### src/rtl/pipeline_ctrl.sv
// Pipeline hazard controller: load-use interlock, branch flush, data RAM wait
// handling, operand forwarding selects and saturating performance counters.
module pipeline_ctrl #(
  parameter int unsigned TIMEOUT = 16,
  parameter int unsigned CNT_W   = 16
) (
  input  logic             clk,
  input  logic             rst_n,
  input  logic [4:0]       id_rs1,
  input  logic [4:0]       id_rs2,
  input  logic             id_re1,
  input  logic             id_re2,
  input  logic             ex_have_inst,
  input  logic             ex_rf_we,
  input  logic             ex_is_load,
  input  logic [4:0]       ex_wR,
  input  logic [4:0]       mem_wR,
  input  logic [4:0]       wb_wR,
  input  logic             mem_have_inst,
  input  logic             mem_rf_we,
  input  logic             wb_have_inst,
  input  logic             wb_rf_we,
  input  logic             ex_branch_taken,
  input  logic             mem_ram_req,
  input  logic             mem_ram_ack,
  output logic             pipeline_stop,
  output logic             id_ex_hazard,
  output logic             if_id_flush,
  output logic             mem_stall,
  output logic [1:0]       fwd_sel1,
  output logic [1:0]       fwd_sel2,
  output logic             mem_timeout,
  output logic [CNT_W-1:0] stall_cnt,
  output logic [CNT_W-1:0] flush_cnt
);

  localparam int unsigned WAIT_W = $clog2(TIMEOUT + 1);

  typedef enum logic [0:0] {RUN, MEM_WAIT} state_t;

  state_t            state, state_nxt;
  logic [WAIT_W-1:0] wait_cnt;
  logic              load_use;

  assign load_use = ex_have_inst & ex_rf_we & ex_is_load & (ex_wR != 5'd0) &
                    ((id_re1 & (id_rs1 == ex_wR)) | (id_re2 & (id_rs2 == ex_wR)));

  // Youngest producer wins; a load in EX cannot forward yet.
  function automatic logic [1:0] fwd_pick(input logic [4:0] rs);
    logic [1:0] sel;
    sel = 2'd0;
    if (rs != 5'd0) begin
      if (ex_have_inst && ex_rf_we && !ex_is_load && ex_wR == rs) sel = 2'd1;
      else if (mem_have_inst && mem_rf_we && mem_wR == rs)        sel = 2'd2;
      else if (wb_have_inst && wb_rf_we && wb_wR == rs)           sel = 2'd3;
    end
    return sel;
  endfunction

  always_ff @(posedge clk or negedge rst_n) begin
    if (!rst_n) state <= RUN;
    else        state <= state_nxt;
  end

  always_comb begin
    state_nxt = state;
    case (state)
      RUN:      if (mem_ram_req && !mem_ram_ack) state_nxt = MEM_WAIT;
      MEM_WAIT: if (mem_ram_ack)                 state_nxt = RUN;
      default:                                   state_nxt = RUN;
    endcase
  end

  // Controls are gated by rst_n so they drop the instant reset asserts.
  always_comb begin
    pipeline_stop = 1'b0;
    id_ex_hazard  = 1'b0;
    if_id_flush   = 1'b0;
    mem_stall     = 1'b0;
    fwd_sel1      = 2'd0;
    fwd_sel2      = 2'd0;
    if (rst_n) begin
      fwd_sel1 = fwd_pick(id_rs1);
      fwd_sel2 = fwd_pick(id_rs2);
      case (state)
        RUN: begin
          if (mem_ram_req && !mem_ram_ack) begin
            mem_stall     = 1'b1;
            pipeline_stop = 1'b1;
          end else if (ex_branch_taken) begin
            if_id_flush  = 1'b1;
            id_ex_hazard = 1'b1;
          end else if (load_use) begin
            pipeline_stop = 1'b1;
            id_ex_hazard  = 1'b1;
          end
        end
        MEM_WAIT: begin
          if (!mem_ram_ack) begin
            mem_stall     = 1'b1;
            pipeline_stop = 1'b1;
          end
        end
        default: ;
      endcase
    end
  end

  always_ff @(posedge clk or negedge rst_n) begin
    if (!rst_n) begin
      stall_cnt   <= '0;
      flush_cnt   <= '0;
      wait_cnt    <= '0;
      mem_timeout <= 1'b0;
    end else begin
      if (pipeline_stop && stall_cnt != '1) stall_cnt <= stall_cnt + CNT_W'(1);
      if (if_id_flush && flush_cnt != '1)   flush_cnt <= flush_cnt + CNT_W'(1);
      if (state == RUN && state_nxt == MEM_WAIT)
        wait_cnt <= '0;
      else if (state == MEM_WAIT && wait_cnt != WAIT_W'(TIMEOUT))
        wait_cnt <= wait_cnt + WAIT_W'(1);
      // Sticky: the counter reaching TIMEOUT on this edge flags the error.
      if (state == MEM_WAIT && wait_cnt == WAIT_W'(TIMEOUT - 1))
        mem_timeout <= 1'b1;
    end
  end

endmodule
### config.mk
export PLATFORM = sky130hd
export DESIGN_NAME = pipeline_ctrl
export DESIGN_NICKNAME = d
export VERILOG_FILES = /design/src/rtl/pipeline_ctrl.sv
export SDC_FILE = /design/constraint.sdc
export NUM_CORES = 1
export LEC_CHECK = 0
export BUFFER_PORTS_ARGS = -buffer_cell sky130_fd_sc_hd__buf_2
export CAP_MARGIN = 20
export CORE_ASPECT_RATIO = 1.75
export CORE_UTILIZATION = 51
export CTS_CLUSTER_DIAMETER = 120
export DETAILED_ROUTE_END_ITERATION = 16
export PLACE_DENSITY = 0.86
export SKIP_LAST_GASP = 1
export SYNTH_ARGS = -nofsm -noshare
export SYNTH_HDL_FRONTEND = slang
export SYNTH_SLANG_ARGS = --single-unit
### constraint.sdc
create_clock -name clk -period 2.2 [get_ports clk]
set_input_delay 0.11 -clock clk [delete_from_list [all_inputs] [get_ports clk]]
set_output_delay 0.11 -clock clk [all_outputs]
set_load 0.02 [all_outputs]
# Word level (Yosys, flattened, before mapping)
# Cells that the tools add are included.
# W data, S select, Z words.
# word_totals
regBits	39
output_inout_bits	41
# op_classes
add_sub_neg	3
n_eq_ne	12
muxes	29
n_bitwise	8
reduce_logical	22
# op_table
operator	count
$eq A5 B5 Y1	8
$add A16 B1 Y16 const B	2
$ne A16 B16 Y1 const B	2
$mux W2	10
$logic_and A1 B1 Y1	16
$mux W1	15
$reduce_bool A5 Y1	3
$mux W5	2
$and A1 B1 Y1	6
$add A5 B1 Y5 const B	1
$eq A5 B4 Y1 const B	1
$ne A5 B5 Y1 const B	1
$pmux W1 S2	2
$logic_not A1 Y1	2
$reduce_bool A2 Y1	1
$not A1 Y1	1
$or A1 B1 Y1	1

# Depth between registers and ports, before layout
# logic_depth
ltp_word	10
ltp_mapped	8

# Worst setup path before layout
# Ideal clock, no wire load.
# synth_path
path_type	flip-flop to flip-flop
startpoint	register state
endpoint	register stall_cnt[14]
setup_time_ns	0.080
arrival_time_ns	1.834
slack_ns	0.286
stages_incl_launch_ff	8
path_buffers	2
cell_sequence	dfrtp_1 -> buf_4 -> nor2_1 -> nor3_1 -> a31oi_4 -> buf_6 -> nor4_2 -> xor2_1
# synth_via
elab_chain_len	4
# synth_rtl
element	line_no	text
start: declaration	41	state_t state, state_nxt;
start signal: assignment	62	else state <= state_nxt;
$not A1 Y1	n/a	
$pmux W1 S2 *	85	case (state)
$mux W1 *	82	if (rst_n) begin
$logic_and A1 B1 Y1 *	116	if (pipeline_stop && stall_cnt != '1) stall_cnt <= stall_cnt + CNT_W'(1);
end signal: assignment	116	
end: declaration	33	output logic [CNT_W-1:0] stall_cnt,
# Mark *: on every way between the ends. The rest lies on a longest branch, timed or not.
# A chain may end at the register's enable or synchronous reset.

# Worst setup path after layout
# layout_path
startpoint	input port rst_n
endpoint	register stall_cnt[1]
# layout_via
elab_chain_len	2
# layout_rtl
element	line_no	text
start: declaration	8	input logic rst_n,
$mux W1	82	
$logic_and A1 B1 Y1	116	
# Every way passes these cells.

==> results.py <==
metrics = {
    "finish": {
        "drive_above_1_share": 0.325,
        "diodes": 0,
        "layout_commonest_cell": "buf_2",
        "final_area_um2": 3020,
        "fill_cells": 385,
        "multi_input_area_um2": 1380,
        "nets": 372,
        "syn_to_final_growth_pct": 24.4,
        "final_cell_mix": "buf_2 (79), dfrtp_1 (39), xor2_1 (30)",
        "regArea_um2": 976,
    },
    "critical_path": {
        "cp.required_ns": 2.38,
        "worst-setup-path-type": "in2reg",
        "worstReg2RegEnd": "stall_cnt[2]$_DFFE_PN0P_",
        "worstSetupStartpointType": "primary input",
        "crit_arrival_ns": 2.24,
        "setup.worst_path.start": "rst_n",
        "reg2regPathDepth": 7,
        "cp_max_fo": 16,
        "r2r-start": "stall_cnt[6]$_DFFE_PN0P_",
        "end_kind": "flop",
        "r2r_setup_slack_ns": 0.19,
        "critical_path.endpoint": "stall_cnt[1]$_DFFE_PN0P_",
    },
    "drt": {
        "via_per_inst": 5.58,
        "antenna_left": 0,
        "avgRoutedWirePerCell_um": 14.7,
        "drc": 0,
        "first_pass_iters": 4,
        "drt_iter0_markers": 23,
        "routed_wl_mm": 5.58,
        "via_count": 2119,
    },
    "pwr": {
        "ir_drop_v": 0.000566,
        "seqPwrFrac": 0.427,
        "cellPowerDensity_nw_per_um2": 776,
        "power_mw": 2.34,
        "clockPowerShare": 0.303,
        "p_leak_nw": 1.50,
        "internal-power_mw": 1.55,
        "p_comb_frac": 0.270,
        "switching_power_mw": 0.793,
        "swShare": 0.338,
    },
    "yosys": {
        "synth-compound-area-share": 0.0479,
        "yosysTopAreaCell": "dfrtp_1",
        "synthDistinctLibCells": 41,
        "synth_mux_area_frac": 0.0139,
        "yosysSeqAreaShare": 0.402,
        "synth_area_leaders": "dfrtp_1 (40%), xor2_1 (11%), xnor2_1 (10%), nand3_1 (3.9%), nand4_1 (2.8%)",
        "synth_top_family_by_area": "simple AND/OR/NAND/NOR gates",
        "synth_flop_cell": "dfrtp_1",
        "yosysTopAreaCellShare": 0.402,
        "syn-num-nets": 286,
        "yosys_warnings": 0,
        "synthAdderAreaFrac": 0.0258,
        "synth_seq_cells": 39,
        "synth-simple-area-share": 0.268,
        "synth_xor_area_frac": 0.213,
        "synth_edf_count": 0,
        "syn_inst": 242,
        "async_flop_share": 1.00,
        "syn-cell-area_um2": 2430,
        "avgSynthCellArea_um2": 10.0,
    },
    "clock_network": {
        "cts_tree": "yes",
        "path_clk_slew_ns": 0.07,
        "numCtsBuffers": 5,
        "clock_path_buffers": 2,
        "htreeDepth": 2,
        "cts-root-buf": "clkbuf_8",
        "insertion_delay_ns": 0.30,
        "cts.sinks": 39,
        "postCtsSetupBuffers": 0,
    },
    "floorplan": {
        "core_um2": 4480,
        "die_h_um": 93.3,
        "rows": 32,
        "die_w_um": 54.2,
        "dieArea_um2": 5050,
        "num_io_pins": 80,
        "initial_utilization": 0.541,
    },
    "global_route": {
        "grt-ovfl-total": 0,
        "grt_first_pass_wirelength_mm": 8.75,
        "grt-busiest-layer": "met2",
        "grt_max_degree": 36,
        "use_met3": 0.0390,
        "antenna_found_initial": 0,
        "grt_use_met1": 0.220,
        "grt_pass1_vias": 2082,
        "grt_use_total": 0.239,
        "met2_usage": 0.465,
    },
    "sta": {
        "finalMaxSlewViolations": 0,
        "whs_ns": 0.0158,
        "setup_viol": 0,
        "rsz0062_at_grt": "false",
        "fin_ws_ns": 0.141,
        "fin_crit_ns": 2.06,
        "worst_pin_slew_ns": 0.496,
        "fmaxAchievable_mhz": 486,
        "max_slew_margin": 0.661,
        "tns_ns": 0,
        "timing.final.crit_share": 0.936,
        "skew_ns": 0.00884,
        "finalHoldViolations": 0,
    },
    "placed_design": {
        "dp.final_hpwl_mm": 4.44,
        "postPlaceCellArea_um2": 2870,
        "post-place-ws_ns": 0.208,
        "gp_congestion": 0.842,
        "numPortBuffers": 79,
    },
    "worst_hold_path": {
        "hp-class": "in2reg",
    },
    "outcome": {
        "status": "finished clean",
    },
    "flow_run": {
        "drv_cap": 0,
    },
}
## critical path, stage by stage
cell	delay [ns]
dlygate4sd3_1	0.52
buf_2	0.23
inv_1	0.10
a211oi_1	0.32
a31oi_4	0.29
nor2_1	0.28
mux2_2	0.36
## power by group through the flow
stage	Clock (mW)	Combinational, mW	Sequential, mW
after floorplan	0	0.273	1.10
after global placement	0	0.604	1.00
after CTS	0.716	0.643	1.00
after detailed placement	0	0.637	1.01
final	0.711	0.633	1.00
after global routing	0.751	0.698	1.02
## metrics by stage
step                cells  utilization
floorplan             242            -
global placement      371        0.641
detailed placement    371        0.641
CTS                   380        0.673
global route          380        0.674
finish                380        0.674
## cell families (layout without fill, tap and decap cells)
group,Yosys count,in the layout
adders and majority gates,5,5
and+or+nand+nor,106,106
muxes,3,3
DFF,39,39
buffers and inverters,14,101
AOI/OAI and AO/OA,16,16
xor gates and xnor gates,59,59
## timing repair
| action | in CTS | in global routing |
|---|---|---|
| resized for setup | 0 | 1 |
| endpoints found under the setup margin | 0 | 2 |
| hold buffers | 1 | 0 |
| hold endpoints to repair | 6 | 0 |
## cell usage after synthesis (2+ instances only)
library cell	number
a21oi_1	5
and3_1	2
and4_1	2
buf_6	2
dfrtp_1	39
ha_1	5
inv_1	10
mux2_2	3
nand2_1	17
nand2b_1	2
nand3_1	19
nand4_1	11
nor2_1	15
nor3_1	13
nor3_2	2
nor3b_1	3
nor4_1	4
nor4_2	2
nor4_4	2
o21ai_0	5
or4_1	2
xnor2_1	29
xor2_1	30
## worst min path at each step
stage                     start                       end  slack (ns)  cells past startpoint
finish              mem_ram_ack           state$_DFF_PN0_        0.02                      2
global route        mem_ram_ack           state$_DFF_PN0_        0.03                      2
floorplan                 rst_n  flush_cnt[0]$_DFFE_PN0P_       -0.19                      0
detailed placement        rst_n   wait_cnt[4]$_DFFE_PN0P_       -0.03                      1
CTS                 mem_ram_ack           state$_DFF_PN0_        0.01                      2
global placement          rst_n   wait_cnt[4]$_DFFE_PN0P_       -0.03                      1
## registers in the layout, summed over array words and instances, names as in the netlist
register / flops
flush_cnt: 16
stall_cnt: 16
wait_cnt: 5
mem_timeout: 1
state: 1
## area by class of cell
cell class	instances	share of cell area
Inverter	10	0.0124
Tap cell	51	0.0211
Clock inverter	2	0.0199
Clock buffer	6	0.0240
Sequential cell	39	0.323
Multi-Input combinational cell	189	0.457
Timing Repair Buffer	83	0.143
## layer usage
metal	vias up	routed length, um
met1	1014	1980
met3	10	215
met4	0	151
met5	-	0
met2	70	3240
li1	1025	-
(Power assumes the default switching activity.)
